`src/rtl/serial_sub8.sv`:
```
// Bit-serial subtractor: diff = a - b - bin, LSB first, one bit per clock.
// Optional signed-overflow flag on output ovf when SERIAL_SUB_OVF_EN is defined.
module serial_sub8 #(
  parameter int unsigned WIDTH = 8
) (
  input  logic             clk,
  input  logic             rst_n,
  input  logic             start,
  input  logic [WIDTH-1:0] a,
  input  logic [WIDTH-1:0] b,
  input  logic             bin,
  output logic             busy,
  output logic             done,
  output logic [WIDTH-1:0] diff,
  output logic             bout
`ifdef SERIAL_SUB_OVF_EN
  ,
  output logic             ovf
`endif
);

  localparam int unsigned CW = (WIDTH > 1) ? $clog2(WIDTH) : 1;

  typedef enum logic [1:0] {StIdle, StRun, StDone} state_e;

  state_e           r_state;
  state_e           w_state_next;
  logic [WIDTH-1:0] r_a;
  logic [WIDTH-1:0] r_b;
  logic [WIDTH-1:0] r_res;
  logic             r_br;
  logic [CW-1:0]    r_cnt;
  logic             w_d;
  logic             w_br_next;
  logic             w_last;
  logic             w_accept;

  // One full-subtractor cell operating on the current LSBs
  assign w_d       = r_a[0] ^ r_b[0] ^ r_br;
  assign w_br_next = (~r_a[0] & r_b[0]) | (~(r_a[0] ^ r_b[0]) & r_br);
  assign w_last    = (r_cnt == CW'(WIDTH - 1));
  assign w_accept  = (r_state == StIdle) && start;

  always_ff @(posedge clk or negedge rst_n) begin
    if (!rst_n) begin
      r_state <= StIdle;
    end else begin
      r_state <= w_state_next;
    end
  end

  always_comb begin
    w_state_next = r_state;
    busy         = 1'b0;
    done         = 1'b0;
    unique case (r_state)
      StIdle: begin
        if (start) w_state_next = StRun;
      end
      StRun: begin
        busy = 1'b1;
        if (w_last) w_state_next = StDone;
      end
      StDone: begin
        busy         = 1'b1;
        done         = 1'b1;
        w_state_next = StIdle;
      end
      default: w_state_next = StIdle;
    endcase
  end

`ifdef SERIAL_SUB_OVF_EN
  logic r_a_msb;
  logic r_b_msb;

  // Operand MSBs are shifted out during RUN, so keep copies for the overflow test
  always_ff @(posedge clk or negedge rst_n) begin
    if (!rst_n) begin
      r_a_msb <= 1'b0;
      r_b_msb <= 1'b0;
      ovf     <= 1'b0;
    end else if (w_accept) begin
      r_a_msb <= a[WIDTH-1];
      r_b_msb <= b[WIDTH-1];
    end else if (r_state == StRun && w_last) begin
      ovf <= (r_a_msb != r_b_msb) && (w_d != r_a_msb);
    end
  end
`endif

  always_ff @(posedge clk or negedge rst_n) begin
    if (!rst_n) begin
      r_a   <= '0;
      r_b   <= '0;
      r_res <= '0;
      r_br  <= 1'b0;
      r_cnt <= '0;
      diff  <= '0;
      bout  <= 1'b0;
    end else if (w_accept) begin
      r_a   <= a;
      r_b   <= b;
      r_br  <= bin;
      r_cnt <= '0;
    end else if (r_state == StRun) begin
      r_a   <= r_a >> 1;
      r_b   <= r_b >> 1;
      r_br  <= w_br_next;
      r_res <= {w_d, r_res[WIDTH-1:1]};
      r_cnt <= r_cnt + CW'(1);
      if (w_last) begin
        diff <= {w_d, r_res[WIDTH-1:1]};
        bout <= w_br_next;
      end
    end
  end

endmodule
```
`config.mk`:
```
export PLATFORM = sky130hd
export DESIGN_NAME = serial_sub8
export DESIGN_NICKNAME = d
export VERILOG_FILES = /design/src/rtl/serial_sub8.sv
export SDC_FILE = /design/constraint.sdc
export NUM_CORES = 1
export LEC_CHECK = 0
export ABC_AREA = 1
export CAP_MARGIN = 20
export CORE_MARGIN = 8
export CORE_UTILIZATION = 23
export DETAILED_ROUTE_END_ITERATION = 6
export MAX_ROUTING_LAYER = met4
export SYNTH_ARGS = -nofsm -noshare
export SYNTH_HDL_FRONTEND = slang
export SYNTH_SLANG_ARGS = --single-unit
```
`constraint.sdc`:
```
create_clock -name clk -period 1.3 [get_ports clk]
set_clock_uncertainty 0.1 [all_clocks]
set_input_delay 0.195 -clock clk [delete_from_list [all_inputs] [get_ports clk]]
set_output_delay 0.195 -clock clk [all_outputs]
set_load 0.005 [all_outputs]
```
==> results.json <==
{
  "crit_type": "reg -> reg",
  "root_buffer": "clkbuf_8",
  "cts_buffers": 5,
  "slowest_delay_ns": 0.40,
  "drive_above_1_share": 0.2819,
  "grt_max_degree": 39,
  "grt_overflow": 0,
  "slew_violations": 0,
  "layout_commonest_cell": "nand2_1",
  "h-tree-depth": 2,
  "die_area_um2": 10880,
  "dpl.hpwl_um": 2653,
  "first_pass_iters": 4,
  "die_h_um": 104.3,
  "grt_use_total": 0.08699,
  "crit_arrival_ns": 1.55,
  "routedWlPerCell_um": 12.49,
  "dp_cells": 335,
  "fin_cells": 361,
  "max_slew.worst_pin.slew_ns": 0.2110,
  "power_density_nw_per_um2": 2041,
  "place_ws_ns": -0.1678,
  "worst_setup_path_end_kind": "flop",
  "via_count": 1573,
  "power_leakage_uw": 0.001347,
  "syn_to_final_growth_pct": 53.35,
  "die_x_um": 104.3,
  "clk_latency_ns": 0.30,
  "synth_cell_type_count": 14,
  "cap_violations": 0,
  "syn_area_um2": 1794,
  "core-area_um2": 7647,
  "cts_tree": "yes",
  "period_needed_ns": 1.465,
  "cp_cell_sequence": "inv_2 -> buf_6 -> ha_4 -> buf_12 -> buf_12 -> nand3_4 -> nand2_1 -> nand2_1",
  "num_antenna_cells": 0,
  "hold_class": "in -> async",
  "crit_path_start_kind": "flop",
  "violations": "negative setup slack",
  "synth_nets": 228,
  "rows": 32,
  "viasPerCell": 4.357,
  "yosys_warnings": 0,
  "gp_congestion": 0.7306,
  "final_cell_mix": "53 x nand2_1, 51 x nand3_1, 38 x dfrtp_1",
  "yosysSeqAreaShare": 0.5300,
  "fmax_ghz": 0.6828,
  "relSlewSlack": 0.8594,
  "setup_ws_ns": -0.1646,
  "start_util": 0.2346,
  "critPathMaxFanout": 7,
  "first_iter_violations": 53,
  "io_buffers": 30,
  "boundaryPins": 31,
  "ir_drop_v": 0.0006931,
  "drc": 0,
  "total_power_uw": 5617,
  "cts_sinks": 38,
  "finalNetCount": 285,
  "wirelength_um": 4508,
  "period_share": 1.127,
  "hold_viol": 0,
  "crit_slowest_cell": "dfrtp_1",
  "avgSynthCellArea_um2": 8.926,
  "status": "finished with violations",
  "antenna_found_initial": 0,
  "ant_nets": 0,
  "rsz0062_at_grt": "yes",
  "path_clk_slew_ns": 0.08,
  "grt_pass1_wl_um": 7500,
  "finalSetupViolCount": 40,
  "grt_pass1_vias": 1637,
  "clk_path_buf_depth": 2,
  "synth_seq_cells": 38,
  "worstPathRequired_ns": 1.39,
  "synth_cells": 201
}
metal layers:
metal / vias to the layer above / track usage / wire length, um
met3: 11 / 0.02478 / 167
met2: 31 / 0.1375 / 2166
li1: 783 / - / -
met5: - / - / 0
met4: 0 / 0.03930 / 95
met1: 748 / 0.1002 / 2078
power by group:
group	switching, uW	total, uW	internal [uW]
registers	269	1870	1600
logic	1370	2750	1380
clock network	431	996	565
area by class of cell:
class,instances,area [um^2]
fillers,777,4896
flip-flops and latches,38,950.9
multi-input cells,142,848.3
repair buffers,61,655.6
well taps,102,127.6
clock buffers,5,68.82
inverters,9,48.80
clock inverters,3,40.04
repair inverters,1,11.26
critical path: cells and delay by family (launching register included):
kind          cells  cell delay (ns)
fa+ha+maj         1             0.16
buf+inv           4             0.44
flops             1             0.40
simple gates      3             0.26
registers in the layout (all words and copies together) (netlist names):
name and cells:
bout 1, r_b 8, r_a 8, r_state 2, diff 8, r_cnt 3
r_res 7, r_br 1
cells by family (layout without fill, tap and decap cells):
kind of cell,count (synthesis),after routing,share of synthesized area
AOI/OAI and AO/OA,1,1,0.002787
adders and majority gates,7,7,0.05300
DFF,38,38,0.5300
buffers and inverters,22,79,0.07671
and+or+nand+nor,133,134,0.3375
cell usage after synthesis, drive strengths merged:
master | number | area share
nand4 | 9 | 0.031
inv | 9 | 0.019
dfrtp | 38 | 0.53
o21ai | 1 | 0.0028
nand2 | 69 | 0.15
fa | 1 | 0.011
ha | 6 | 0.042
nand3 | 55 | 0.16
buf | 13 | 0.058
worst paths after layout:
| path | slack [ns] | cells after the start | endpoint | start |
|---|---|---|---|---|
| setup / recovery | -0.16 | 8 | diff[1] | r_state[1] |
| min in group clk | 0.33 | 3 | r_b[7] | b[7] |
| setup reg to reg | -0.16 | 8 | diff[1] | r_state[1] |
| hold / removal | 0.29 | 3 | diff[2] | rst_n |
| max in group asynchronous | 0.61 | 3 | r_a[5] | rst_n |
| hold reg to reg | 0.36 | 2 | diff[1] | diff[1] |
repair_timing:
item	CTS	global route
buffers inserted	11	3
hold buffers	1	0
pin swaps	5	10
hold endpoints to repair	38	0
gates cloned	3	0
resized for setup	42	30
setup endpoints to repair	49	41
metrics by stage:
stage                     setup TNS, ns  cell area [um^2]  hold slack, ns  utilization
after global placement           -4.012              2263         0.07998       0.2960
after detailed placement         -4.538              2263         0.08060       0.2960
after CTS                        -3.806              2628          0.2887       0.3436
after floorplan                       0              1809         -0.2006            -
after global routing             -5.602              2751          0.3073       0.3598
final                            -3.541              2751          0.2926       0.3598
Note: power is estimated with default switching activity, not from simulation.
